`src/rtl/dp_regfile_port_arbiter_if.sv`:
```
// Requester-side bus of the register-file port arbiter: per-requester
// access request, grant and read return, packed one slice per requester.
interface dp_regfile_port_arbiter_if #(
  parameter int NUM_REQ     = 4,
  parameter int RAM_A_WIDTH = 10,
  parameter int RAM_D_WIDTH = 8
);
  logic [NUM_REQ-1:0]                  req;
  logic [NUM_REQ-1:0]                  we;
  logic [NUM_REQ-1:0][RAM_A_WIDTH-1:0] addr;
  logic [NUM_REQ-1:0][RAM_D_WIDTH-1:0] wdata;
  logic [NUM_REQ-1:0]                  gnt;
  logic [NUM_REQ-1:0]                  rvalid;
  logic [NUM_REQ-1:0][RAM_D_WIDTH-1:0] rdata;

  modport master (output req, we, addr, wdata, input gnt, rvalid, rdata);
  modport slave  (input req, we, addr, wdata, output gnt, rvalid, rdata);
endinterface

```
`src/rtl/dp_regfile_port_arbiter.sv`:
```
// Two-port register-file arbiter with rotating priority, conflict-free port
// pairing, and a clear sequencer that zeroes the file after reset or on clr.

module dp_regfile_port_arbiter_ret #(
  parameter int DW = 8
) (
  input  logic          clk,
  input  logic          rst,
  input  logic          hit_a_i,
  input  logic          hit_b_i,
  input  logic [DW-1:0] dout_a_i,
  input  logic [DW-1:0] dout_b_i,
  output logic          rvalid_o,
  output logic [DW-1:0] rdata_o
);
  logic          rvalid_q;
  logic [DW-1:0] rdata_q;

  always_ff @(posedge clk or negedge rst) begin
    if (!rst) begin
      rvalid_q <= 1'b0;
      rdata_q  <= '0;
    end else begin
      rvalid_q <= hit_a_i | hit_b_i;
      if (hit_a_i)      rdata_q <= dout_a_i;
      else if (hit_b_i) rdata_q <= dout_b_i;
    end
  end

  assign rvalid_o = rvalid_q;
  assign rdata_o  = rdata_q;
endmodule

module dp_regfile_port_arbiter #(
  parameter int NUM_REQ     = 4,
  parameter int RAM_SIZE    = 1024,
  parameter int RAM_A_WIDTH = 10,
  parameter int RAM_D_WIDTH = 8
) (
  input  logic                   clk,
  input  logic                   rst,
  input  logic                   clr,
  output logic                   init_done,
  dp_regfile_port_arbiter_if.slave rq,
  output logic [RAM_A_WIDTH-1:0] rf_addr_a,
  output logic [RAM_A_WIDTH-1:0] rf_addr_b,
  output logic [RAM_D_WIDTH-1:0] rf_din_a,
  output logic [RAM_D_WIDTH-1:0] rf_din_b,
  output logic                   rf_we_a,
  output logic                   rf_we_b,
  input  logic [RAM_D_WIDTH-1:0] rf_dout_a,
  input  logic [RAM_D_WIDTH-1:0] rf_dout_b
);
  localparam int AW = RAM_A_WIDTH;
  localparam int DW = RAM_D_WIDTH;
  localparam int PW = $clog2(NUM_REQ);
  localparam logic [AW:0] SIZE = (AW+1)'(RAM_SIZE);

  typedef enum logic {INIT, RUN} state_e;

  state_e        state_q;
  logic [AW:0]   cnt_q, cnt_p1, cnt_p2;
  logic [PW-1:0] ptr_q, idx_a, idx_b, scan, rd_idx_a_q, rd_idx_b_q;
  logic          gv_a, gv_b, stop;
  logic          rd_a_q, rd_b_q, init_done_q;
  logic [AW-1:0] rf_addr_a_q, rf_addr_b_q;
  logic [DW-1:0] rf_din_a_q, rf_din_b_q;
  logic          rf_we_a_q, rf_we_b_q;
  logic [NUM_REQ-1:0]         gnt_c, rv;
  logic [NUM_REQ-1:0][DW-1:0] rd;

  assign cnt_p1 = cnt_q + (AW+1)'(1);
  assign cnt_p2 = cnt_q + (AW+1)'(2);

  // Port B may only take a second requester whose access cannot collide with
  // A's; the first collision stops the scan so priority order is preserved.
  always_comb begin
    gv_a  = 1'b0;
    gv_b  = 1'b0;
    stop  = 1'b0;
    idx_a = '0;
    idx_b = '0;
    scan  = '0;
    gnt_c = '0;
    if (state_q == RUN && !clr) begin
      for (int k = 0; k < NUM_REQ; k++) begin
        scan = ptr_q + PW'(k);
        if (rq.req[scan] && ({1'b0, rq.addr[scan]} < SIZE) && !stop && !gv_b) begin
          if (!gv_a) begin
            gv_a  = 1'b1;
            idx_a = scan;
          end else if (rq.addr[scan] != rq.addr[idx_a] || (!rq.we[scan] && !rq.we[idx_a])) begin
            gv_b  = 1'b1;
            idx_b = scan;
          end else begin
            stop = 1'b1;
          end
        end
      end
      if (gv_a) gnt_c[idx_a] = 1'b1;
      if (gv_b) gnt_c[idx_b] = 1'b1;
    end
  end

  always_ff @(posedge clk or negedge rst) begin
    if (!rst) begin
      state_q     <= INIT;
      cnt_q       <= '0;
      ptr_q       <= '0;
      init_done_q <= 1'b0;
      rf_addr_a_q <= '0;
      rf_addr_b_q <= '0;
      rf_din_a_q  <= '0;
      rf_din_b_q  <= '0;
      rf_we_a_q   <= 1'b0;
      rf_we_b_q   <= 1'b0;
      rd_a_q      <= 1'b0;
      rd_b_q      <= 1'b0;
      rd_idx_a_q  <= '0;
      rd_idx_b_q  <= '0;
    end else begin
      case (state_q)
        INIT: begin
          rf_we_a_q   <= 1'b1;
          rf_addr_a_q <= cnt_q[AW-1:0];
          rf_din_a_q  <= '0;
          rf_we_b_q   <= (cnt_p1 < SIZE);
          rf_addr_b_q <= cnt_p1[AW-1:0];
          rf_din_b_q  <= '0;
          rd_a_q      <= 1'b0;
          rd_b_q      <= 1'b0;
          cnt_q       <= cnt_p2;
          if (cnt_p2 >= SIZE) begin
            state_q     <= RUN;
            init_done_q <= 1'b1;
          end
        end
        RUN: begin
          rf_we_a_q   <= gv_a & rq.we[idx_a];
          rf_addr_a_q <= gv_a ? rq.addr[idx_a]  : '0;
          rf_din_a_q  <= gv_a ? rq.wdata[idx_a] : '0;
          rf_we_b_q   <= gv_b & rq.we[idx_b];
          rf_addr_b_q <= gv_b ? rq.addr[idx_b]  : '0;
          rf_din_b_q  <= gv_b ? rq.wdata[idx_b] : '0;
          rd_a_q      <= gv_a & ~rq.we[idx_a];
          rd_b_q      <= gv_b & ~rq.we[idx_b];
          rd_idx_a_q  <= idx_a;
          rd_idx_b_q  <= idx_b;
          if (gv_b)      ptr_q <= idx_b + PW'(1);
          else if (gv_a) ptr_q <= idx_a + PW'(1);
          if (clr) begin
            state_q     <= INIT;
            cnt_q       <= '0;
            init_done_q <= 1'b0;
          end
        end
        default: state_q <= INIT;
      endcase
    end
  end

  // Read returns keep draining through a clr; only rst discards them.
  for (genvar g = 0; g < NUM_REQ; g++) begin : g_ret
    dp_regfile_port_arbiter_ret #(.DW(DW)) u_ret (
      .clk      (clk),
      .rst      (rst),
      .hit_a_i  (rd_a_q && rd_idx_a_q == PW'(g)),
      .hit_b_i  (rd_b_q && rd_idx_b_q == PW'(g)),
      .dout_a_i (rf_dout_a),
      .dout_b_i (rf_dout_b),
      .rvalid_o (rv[g]),
      .rdata_o  (rd[g])
    );
  end

  assign rq.gnt     = gnt_c;
  assign rq.rvalid  = rv;
  assign rq.rdata   = rd;
  assign init_done  = init_done_q;
  assign rf_addr_a  = rf_addr_a_q;
  assign rf_addr_b  = rf_addr_b_q;
  assign rf_din_a   = rf_din_a_q;
  assign rf_din_b   = rf_din_b_q;
  assign rf_we_a    = rf_we_a_q;
  assign rf_we_b    = rf_we_b_q;
endmodule

```
`src/flat_wrapper.sv`:
```
// flat-port wrapper written by rule: the top's interface ports become plain ports
module dp_regfile_port_arbiter_flat 
#(
  parameter int NUM_REQ     = 4,
  parameter int RAM_SIZE    = 1024,
  parameter int RAM_A_WIDTH = 10,
  parameter int RAM_D_WIDTH = 8
)
  (clk, rst, clr, init_done, rf_addr_a, rf_addr_b, rf_din_a, rf_din_b, rf_we_a, rf_we_b, rf_dout_a, rf_dout_b, rq_req, rq_we, rq_addr, rq_wdata, rq_gnt, rq_rvalid, rq_rdata);
  dp_regfile_port_arbiter_if #(.NUM_REQ(NUM_REQ), .RAM_A_WIDTH(RAM_A_WIDTH), .RAM_D_WIDTH(RAM_D_WIDTH)) rq_i ();
  input  logic clk;
  input  logic rst;
  input  logic clr;
  output logic init_done;
  output logic [RAM_A_WIDTH-1:0] rf_addr_a;
  output logic [RAM_A_WIDTH-1:0] rf_addr_b;
  output logic [RAM_D_WIDTH-1:0] rf_din_a;
  output logic [RAM_D_WIDTH-1:0] rf_din_b;
  output logic rf_we_a;
  output logic rf_we_b;
  input  logic [RAM_D_WIDTH-1:0] rf_dout_a;
  input  logic [RAM_D_WIDTH-1:0] rf_dout_b;
  input wire logic [$bits(rq_i.req)-1:0] rq_req;
  input wire logic [$bits(rq_i.we)-1:0] rq_we;
  input wire logic [$bits(rq_i.addr)-1:0] rq_addr;
  input wire logic [$bits(rq_i.wdata)-1:0] rq_wdata;
  output wire logic [$bits(rq_i.gnt)-1:0] rq_gnt;
  output wire logic [$bits(rq_i.rvalid)-1:0] rq_rvalid;
  output wire logic [$bits(rq_i.rdata)-1:0] rq_rdata;
  assign rq_i.req = rq_req;
  assign rq_i.we = rq_we;
  assign rq_i.addr = rq_addr;
  assign rq_i.wdata = rq_wdata;
  assign rq_gnt = rq_i.gnt;
  assign rq_rvalid = rq_i.rvalid;
  assign rq_rdata = rq_i.rdata;
  dp_regfile_port_arbiter #(.NUM_REQ(NUM_REQ), .RAM_SIZE(RAM_SIZE), .RAM_A_WIDTH(RAM_A_WIDTH), .RAM_D_WIDTH(RAM_D_WIDTH)) u_core (.clk(clk), .rst(rst), .clr(clr), .init_done(init_done), .rq(rq_i), .rf_addr_a(rf_addr_a), .rf_addr_b(rf_addr_b), .rf_din_a(rf_din_a), .rf_din_b(rf_din_b), .rf_we_a(rf_we_a), .rf_we_b(rf_we_b), .rf_dout_a(rf_dout_a), .rf_dout_b(rf_dout_b));
endmodule
```
`config.mk`:
```
export PLATFORM = sky130hd
export DESIGN_NAME = dp_regfile_port_arbiter_flat
export DESIGN_NICKNAME = d
export VERILOG_FILES = /design/src/rtl/dp_regfile_port_arbiter_if.sv /design/src/rtl/dp_regfile_port_arbiter.sv /design/src/flat_wrapper.sv
export SDC_FILE = /design/constraint.sdc
export NUM_CORES = 1
export LEC_CHECK = 0
export BUFFER_PORTS_ARGS = -buffer_cell sky130_fd_sc_hd__buf_4
export CAP_MARGIN = 40
export CORE_AREA = 2 2 129 131
export CTS_CLUSTER_SIZE = 25
export DETAILED_ROUTE_END_ITERATION = 10
export DIE_AREA = 0 0 131 133
export GPL_TIMING_DRIVEN = 0
export PLACE_DENSITY = 0.76
export SLEW_MARGIN = 20
export SYNTH_ARGS = -nofsm -noshare
export SYNTH_HDL_FRONTEND = slang
export SYNTH_SLANG_ARGS = --single-unit
```
`constraint.sdc`:
```
create_clock -name clk -period 17.4 [get_ports clk]
set_clock_uncertainty 0.15 [all_clocks]
set_input_delay 2.61 -clock clk [delete_from_list [all_inputs] [get_ports clk]]
set_output_delay 2.61 -clock clk [all_outputs]
set_load 0.02 [all_outputs]
```
# ---- Word level (Yosys, flattened, before mapping)
# Index checks and enable logic that the tools add are counted.
dict set report classes {
  eq_ne 11
  n_reduce_logical 44
  magnitude_cmp 15
  addsub 7
  mux 136
  bitwise 12
}
# op count
set ops {}
lappend ops {{$bmux 10 s2} 8}
lappend ops {{$mux 10} 10}
lappend ops {{$mux 8} 12}
lappend ops {{$mux 2} 25}
lappend ops {{$mux 1} 49}
lappend ops {{$pmux 10 s2} 2}
lappend ops {{$lt 2x3->1 const B} 11}
lappend ops {{$bmux 8 s2} 2}
lappend ops {{$pmux 8 s2} 2}
lappend ops {{$ne 10x10->1} 3}
lappend ops {{$bmux 1 s2} 12}
lappend ops {{$pmux 11 s2} 1}
lappend ops {{$logic_and 1x1->1} 20}
lappend ops {{$mux 4} 4}
lappend ops {{$logic_not 1->1} 12}
lappend ops {{$pmux 1 s2} 6}
lappend ops {{$add 11x1->11 const B} 1}
lappend ops {{$add 11x2->11 const B} 1}
lappend ops {{$ge 11x11->1 const B} 1}
lappend ops {{$lt 11x11->1 const B} 1}
lappend ops {{$mux 11} 1}
lappend ops {{$reduce_bool 2->1} 5}
lappend ops {{$eq 2x2->1 const B} 4}
lappend ops {{$add 2x1->2 const B} 3}
lappend ops {{other kinds (13)} 29}
dict set report word_totals {
  reg_bits 95
  output_inout_bits 79
  input_bits 99
}

# ---- Depth between registers and ports, before layout
# Gate-level depths: netlist of the first run.
dict set report logic_depth {
  depth_word 34
  depth_mapped 27
  depth_no_buf 16
}

# ---- Modules after synthesis
# A second synthesis of the first run with hierarchy kept.
dict set report hier_totals {
  hier_cells 870
  area_unflattened_um2 8097.8
}
# module area_per_inst_um2 cells_each n_inst seq_area_each_um2
set by_module_without_submodules {}
lappend by_module_without_submodules {dp_regfile_port_arbiter 6481.2 726 1 1451.4}
lappend by_module_without_submodules {dp_regfile_port_arbiter_ret 404.1 36 4 225.2}

# ---- Worst setup path after synthesis of the first run
# Ideal clock, no wire load.
dict set report synth_path {
  path_kind {in2out}
  startpoint {in rq_req[3]}
  endpoint {out rq_gnt[3]}
  slack_ps 7779
  arrival_time_ps 6861
  stages 19
  path_buffers 5
  cell_sequence {clkbuf_1 and2_0 o21ai_0 buf_2 o21ai_0 ha_1 clkbuf_1 inv_1 mux2_4 nor3_2 nor2_1 mux4_2 o211a_1 and4_4 o311a_1 a31o_4 buf_6 buf_6 o21ai_0}
}
dict set report synth_via {
  elab_chain_cells 34
  word_cells_on_any_way 106
}
# element line
set synth_rtl {}
lappend synth_rtl {{start, declared} flat_wrapper.sv:23} ;# input wire logic [$bits(rq_i.req)-1:0] rq_req;
lappend synth_rtl {{branches (longest 32 deep; another with $bmux 10 s2)} n/a}
lappend synth_rtl {{$mux 4 *} dp_regfile_port_arbiter.sv:101} ;# if (gv_b) gnt_c[idx_b] = 1'b1;
lappend synth_rtl {{$mux 4 *} dp_regfile_port_arbiter.sv:85} ;# if (state_q == RUN && !clr) begin
lappend synth_rtl {{end, declared} flat_wrapper.sv:27} ;# output wire logic [$bits(rq_i.gnt)-1:0] rq_gnt;
# Every way passes the cells marked *. The select of a mux whose other input is x is not followed.

# ---- Worst setup path after layout of the first run
dict set report layout_path {
  startpoint {in rq_req[3]}
  endpoint {out rq_gnt[1]}
}
# Same word-level chain as after synthesis.

==> results.cfg, run 1 <==
[synth]
ys.flop_type = dfrtp_1
synth-compound-area-share_pct = 23.0
synthAdderAreaFrac_pct = 0.305
ys_ff_latch = 94
postSynth.asyncResetShare_pct = 100
synth.avg_cell_area_um2 = 8.90
yosysWarnings = 0
syn_nets = 1021
synth_xor_area_share_pct = 2.46
yosys.area_share.simple_pct = 15.2
synth_top_family_by_area = multiplexers
ys_seq_area_share_pct = 28.7
syn_inst = 920
synthMuxAreaShare_pct = 24.1
syn-cell-area_um2 = 8190
yosys.cell_types.count = 81
synth-edff-count = 0

[worst_setup_path]
worst_path_max_delay_cell = nor4_2
cpMostUsedCell = buf_2
arrival_ps = 8380
start_kind = input port
cp.required_ps = 14640
crit_fanout = 10
cp-end-kind = primary output
cpPeakStageDelay_ps = 570
path_cells = buf_4 -> clkbuf_1 -> and2_0 -> o21ai_0 -> buf_2 -> o21ai_0 -> ha_1 -> clkbuf_1 -> inv_1 -> buf_2 -> mux2i_2 -> buf_2 -> buf_2 -> a21oi_1 -> a211oi_1 -> o221ai_1 -> nor4_2 -> nor2_1 -> o31ai_1 -> buf_2 -> inv_2 -> a32o_1 -> buf_4
worstSetupPathType = input port to primary output

[worst_hold_path]
min_path_type = flop to flop

[place]
gp_congestion = 0.991
dp_hpwl_um = 20700
portBuffers = 171
dp.cells = 1311

[route]
drtIter0Drc = 660
vias = 8179
ant_nets = 0
drc = 0
firstDrtPassIters = 6
wl_per_cell_um = 20.0
via_per_inst = 6.16
wirelength_um = 26500

[job]
max_cap_violations = 0

[timing]
tightest_slew_ps = 823
finalSetupViolations = 0
final_hold_viol_count = 0
fmax_mhz = 89.8
drv_slew = 0
rsz0062_at_grt = no
period_share_pct = 64.0
tns_ps = 0
slew_headroom_pct = 45.1
fin_crit_ps = 11140

[grt]
grt_max_degree = 95
track_usage_pct = 29.9
overflow = 0
first_global_vias = 7700
antenna_found_initial = 0
grt_pass1_wl_um = 41100

[clock_network]
cts_max_path_buffers = 2
clock_latency_ps = 330
clock-sinks = 94
cts_resized = 0
htreeDepth = 3
path_clk_slew_ps = 60
cts_tree = built
cts_setup_buffers = 0
numCtsBuffers = 9
ctsHoldBuffers = 0
cts_root_buf = clkbuf_16

[layout]
syn2layout_area_growth_pct = 22.9
diodes = 0
finalNonFillerCells = 1328
nets = 1204
drive_above_1_share_pct = 26.7

[floorplanning]
start_util_pct = 50.7
rows = 47
core_region_area_um2 = 16200
die_area_um2 = 17400
pin_count = 178
fp.dieH_um = 133
chipWidth_um = 131

[power_and_ir_drop]
p_per_area_nw_per_um2 = 142
power.total_mw = 1.43
p_leak_nw = 4.63
peakVddDrop_v = 0.000142

[status]
status = completed
## cells by family (layout without fill, tap and decap cells)
logic type | Yosys count | after routing
simple gates | 251 | 251
mux | 167 | 167
buf+inv | 106 | 294
xor+xnor | 23 | 23
flops | 94 | 94
compound gates | 277 | 277
fa+ha+maj | 2 | 2
## layout make-up
| class | instances | area, um^2 |
|---|---|---|
| repair buffers | 172 | 1320 |
| plain buffers | 85 | 428 |
| inverters | 21 | 78.8 |
| clock buffers | 12 | 256 |
| flip-flops and latches | 94 | 2350 |
| clock inverters | 4 | 27.5 |
| well taps | 220 | 275 |
| fillers | 1452 | 6110 |
| multi-input cells | 720 | 5330 |
## synthesized netlist by cell type (3+ instances only)
cell type / number / area share (%)
mux2i_1: 112 / 14
nand2_1: 96 / 4.4
dfrtp_1: 94 / 29
o21ai_0: 74 / 4.5
nor2_1: 51 / 2.3
clkbuf_1: 50 / 2.3
a21oi_1: 37 / 2.3
mux2_2: 33 / 4.5
a211oi_1: 27 / 2.5
a221oi_1: 21 / 2.2
inv_1: 20 / 0.92
mux4_2: 20 / 5.5
buf_2: 18 / 1.1
o21a_1: 17 / 1.6
xnor2_1: 17 / 1.8
nand3_1: 16 / 0.98
a211o_1: 14 / 1.5
nand2b_1: 14 / 1.1
and3_1: 13 / 0.99
nor3_1: 10 / 0.61
o21ai_1: 10 / 0.61
buf_4: 8 / 0.73
nand4_1: 8 / 0.61
o2111ai_1: 8 / 0.86
o211ai_1: 8 / 0.73
o31ai_1: 8 / 0.73
nor2b_1: 7 / 0.53
o22ai_1: 7 / 0.53
or4_1: 7 / 0.64
buf_6: 6 / 0.82
xor2_1: 6 / 0.64
a21boi_0: 5 / 0.46
o21ai_2: 5 / 0.53
a21o_1: 4 / 0.37
a31oi_1: 4 / 0.31
o221ai_1: 4 / 0.43
o2bb2ai_1: 4 / 0.43
o32ai_1: 4 / 0.43
nand4b_1: 3 / 0.32
## cell usage in the layout, fill, tap and decap left out, types with 8 or more instances in the layout
master / netlist / final
buf_4: 8 / 178
mux2i_1: 112 / 112
nand2_1: 96 / 96
dfrtp_1: 94 / 94
o21ai_0: 74 / 74
clkbuf_1: 50 / 51
nor2_1: 51 / 51
a21oi_1: 37 / 37
mux2_2: 33 / 33
a211oi_1: 27 / 27
a221oi_1: 21 / 21
inv_1: 20 / 20
mux4_2: 20 / 20
buf_2: 18 / 18
o21a_1: 17 / 17
xnor2_1: 17 / 17
nand3_1: 16 / 16
nand2b_1: 14 / 14
a211o_1: 14 / 14
and3_1: 13 / 13
o21ai_1: 10 / 10
nor3_1: 10 / 10
clkbuf_16: 0 / 9
o31ai_1: 8 / 8
o211ai_1: 8 / 8
nand4_1: 8 / 8
o2111ai_1: 8 / 8
## critical path: cells and delay by family
kind	cells	cell delay, ps
buf+inv	11	2690
compound gates	7	1480
simple gates	3	920
mux	1	480
fa+ha+maj	1	160
## final timing paths
path | end | cells after the start | from | slack, ps
setup / recovery | rq_gnt[1] | 23 | rq_req[3] | 6260
min in group asynchronous | u_core.g_ret[3].u_ret.rdata_o[0] | 1 | rst | 1940
hold reg to reg | u_core.init_done | 1 | u_core.init_done | 350
setup reg to reg | u_core.rf_addr_b[3] | 26 | u_core.ptr_q[0] | 10130
hold / removal | u_core.init_done | 1 | u_core.init_done | 350
max in group asynchronous | u_core.cnt_q[10] | 2 | rst | 14560
## metal layers
metal  GRT usage [%]  routed length (um)  vias to the layer above
li1                -                   -                     3817
met4            12.6                 968                        0
met2            50.1               13200                      388
met5               0                   0                        -
met1            39.1               10600                     3910
met3            3.07                1720                       64
## stage by stage
| step | setup WS [ps] | hold WS, ps | cell area [um^2] | utilization (%) |
|---|---|---|---|---|
| floorplan | 7780 | 306 | 8190 | - |
| global placement | 6480 | 332 | 9750 | 60.3 |
| detailed placement | 6400 | 350 | 9750 | 60.3 |
| CTS | 6370 | 357 | 10000 | 62.1 |
| global route | 5860 | 369 | 10100 | 62.2 |
| finish | 6260 | 352 | 10100 | 62.2 |
## where the power goes
part / switching, mW / internal, mW
combinational: 0.544 / 0.400
clock: 0.0805 / 0.105
sequential: 0.0347 / 0.267
## flip-flops by register name (all words and copies together), names as in the netlist, 2 cells and up
signal and cells:
u_core.rd_idx_a_q 2, u_core.rf_din_b 8, u_core.rf_din_a 8, u_core.ptr_q 2, u_core.rf_addr_b 10, u_core.g_ret.u_ret.rvalid_o 4, u_core.cnt_q 10, u_core.rf_addr_a 10
u_core.g_ret.u_ret.rdata_o 32, u_core.rd_idx_b_q 2
No activity file was read; power rests on OpenSTA's default activity.
==> inputs of run 2 (changes only) <==
--- a/config.mk
+++ b/config.mk
@@ -7,12 +7,12 @@
 export LEC_CHECK = 0
 export BUFFER_PORTS_ARGS = -buffer_cell sky130_fd_sc_hd__buf_4
 export CAP_MARGIN = 40
-export CORE_AREA = 2 2 129 131
+export CORE_AREA = 2 2 130 132
 export CTS_CLUSTER_SIZE = 25
 export DETAILED_ROUTE_END_ITERATION = 10
-export DIE_AREA = 0 0 131 133
+export DIE_AREA = 0 0 132 134
 export GPL_TIMING_DRIVEN = 0
-export PLACE_DENSITY = 0.76
+export PLACE_DENSITY = 0.78
 export SLEW_MARGIN = 20
 export SYNTH_ARGS = -nofsm -noshare
 export SYNTH_HDL_FRONTEND = slang
==> constraint.sdc (replaced) <==
create_clock -name clk -period 9.1 [get_ports clk]
set_clock_uncertainty 0.15 [all_clocks]
set_input_delay 1.365 -clock clk [delete_from_list [all_inputs] [get_ports clk]]
set_output_delay 1.365 -clock clk [all_outputs]
set_load 0.02 [all_outputs]
==> run 2 against run 1 <==
Register-to-register slack got worse by 8000 ps. First-iteration DRC count increased by 21%. Critical path type unchanged. Global-route usage increased by 0.17 points. Final area about the same. Largest power group unchanged. Worst hold slack improved by 1.4 ps.
==> results.cfg, run 2 (synthesis gave the netlist of run 1 again) <==
[worst_setup_path]
rr_endpoint = u_core.rf_addr_b[1]
cp-end-kind = primary output
cp.required_ps = 7590
startpoint = rq_req[3]
endpoint = rq_gnt[1]
crit_fanout = 10
start_kind = input port
arrival_ps = 7230
ff2ff_path_depth = 25
ff2ff_setup_slack_ps = 2160
timing.rr.start = u_core.ptr_q[0]
worstSetupPathType = input port to primary output

[timing]
fin_hold_ws_ps = 353
drv_slew = 0
slew_headroom_pct = 48.3
rsz0062_at_grt = no
tightest_slew_ps = 772
fin_crit_ps = 8750
tns_ps = 0
finalSetupViolations = 0
fmax_mhz = 114
period_share_pct = 96.2
final_hold_viol_count = 0

[route]
wirelength_um = 26900
ant_nets = 0
via_per_inst = 6.23
firstDrtPassIters = 5
vias = 8258
drc = 0
drtIter0Drc = 796
wl_per_cell_um = 20.3

[clock_network]
cts_tree = built
htreeDepth = 3
path_clk_slew_ps = 60
cts_max_path_buffers = 2
clock-sinks = 94
numCtsBuffers = 9
cts_root_buf = clkbuf_16
clock_latency_ps = 340
ctsHoldBuffers = 0

[grt]
antenna_found_initial = 0
grt_pass1_wl_um = 42700
overflow = 0
first_global_vias = 7907
grt_max_degree = 95
track_usage_pct = 30.1

[worst_hold_path]
min_path_type = flop to flop
whs_path_depth = 1

[floorplanning]
rows = 47
chipWidth_um = 132
fp.dieH_um = 134
pin_count = 178
core_region_area_um2 = 16300
start_util_pct = 50.3
die_area_um2 = 17700

[power_and_ir_drop]
p_sw_mw = 1.27
peakVddDrop_v = 0.000231
p_clk_share_pct = 13.3
p_comb_share_pct = 65.8
p_leak_nw = 4.64
seq_power_share_pct = 21.0
p_per_area_nw_per_um2 = 273
p_int_mw = 1.48
p_sw_share_pct = 46.0

[layout]
drive_above_1_share_pct = 26.9
final_common_cell = buf_4
largest_reg_flops = 32
utilization_pct = 61.8
nets = 1202
diodes = 0
syn2layout_area_growth_pct = 22.9
design_area_um2 = 10100
most-common-layout-cells = buf_4 (178), mux2i_1 (112), nand2_1 (96)

[place]
portBuffers = 171
post_dp_cell_area_um2 = 9750
dp_hpwl_um = 20700
gp_congestion = 0.923

[job]
max_cap_violations = 0

[status]
status = completed
## run 2: how the worst min path moves through the flow
stage / from / end / slack (ps)
after floorplan: u_core.cnt_q[10] / u_core.rf_we_b / 310
after global placement: u_core.init_done / u_core.init_done / 320
after detailed placement: u_core.cnt_q[10] / u_core.rf_we_b / 340
after CTS: u_core.cnt_q[10] / u_core.rf_we_b / 350
after global routing: u_core.cnt_q[10] / u_core.rf_we_b / 360
final: u_core.cnt_q[10] / u_core.rf_we_b / 350
## run 2: repair_timing
item	CTS	global route
endpoints found under the hold margin	0	0
setup buffers	0	0
resized for setup	0	2
setup endpoints to repair	0	4
## run 2: cell type report
cell class / instances / area (um^2)
Buffer: 83 / 422
Clock buffer: 12 / 267
Clock inverter: 4 / 27.5
Fill cell: 1420 / 6220
Inverter: 21 / 78.8
Multi-Input combinational cell: 720 / 5330
Sequential cell: 94 / 2350
Tap cell: 220 / 275
Timing Repair Buffer: 172 / 1320
## run 2: power by group through the flow
stage | sequential (mW) | combinational (mW) | clock (mW)
floorplan | 0.647 | 1.22 | 0
global placement | 0.581 | 1.76 | 0
detailed placement | 0.582 | 1.78 | 0
CTS | 0.577 | 1.79 | 0.369
global route | 0.589 | 1.95 | 0.387
finish | 0.577 | 1.81 | 0.365
## run 2: through the flow
| stage | power, mW | instances | setup WS (ps) |
|---|---|---|---|
| final | 2.75 | 1326 | 350 |
| after global routing | 2.93 | 1326 | 26.8 |
| after CTS | 2.73 | 1327 | 202 |
| after detailed placement | 2.37 | 1311 | 473 |
| after global placement | 2.34 | 1311 | 535 |
| after floorplan | 1.87 | 920 | 1970 |
## run 2: per-layer routing
metal | GRT usage [%] | routed length, um
met3 | 4.23 | 1920
met1 | 39.1 | 11000
met5 | 0 | 0
met2 | 51.0 | 13300
met4 | 11.8 | 771
## run 2: critical path: stages
cell	delay, ps
buf_4	90
clkbuf_1	450
and2_0	190
o21ai_0	200
buf_2	320
o21ai_0	110
ha_1	170
clkbuf_1	290
inv_1	100
buf_2	240
mux2i_2	490
buf_2	370
buf_2	270
a21oi_1	120
a211oi_1	230
o221ai_1	180
nor4_2	620
nor2_1	160
o31ai_1	390
buf_2	330
inv_2	90
a32o_1	260
buf_4	160
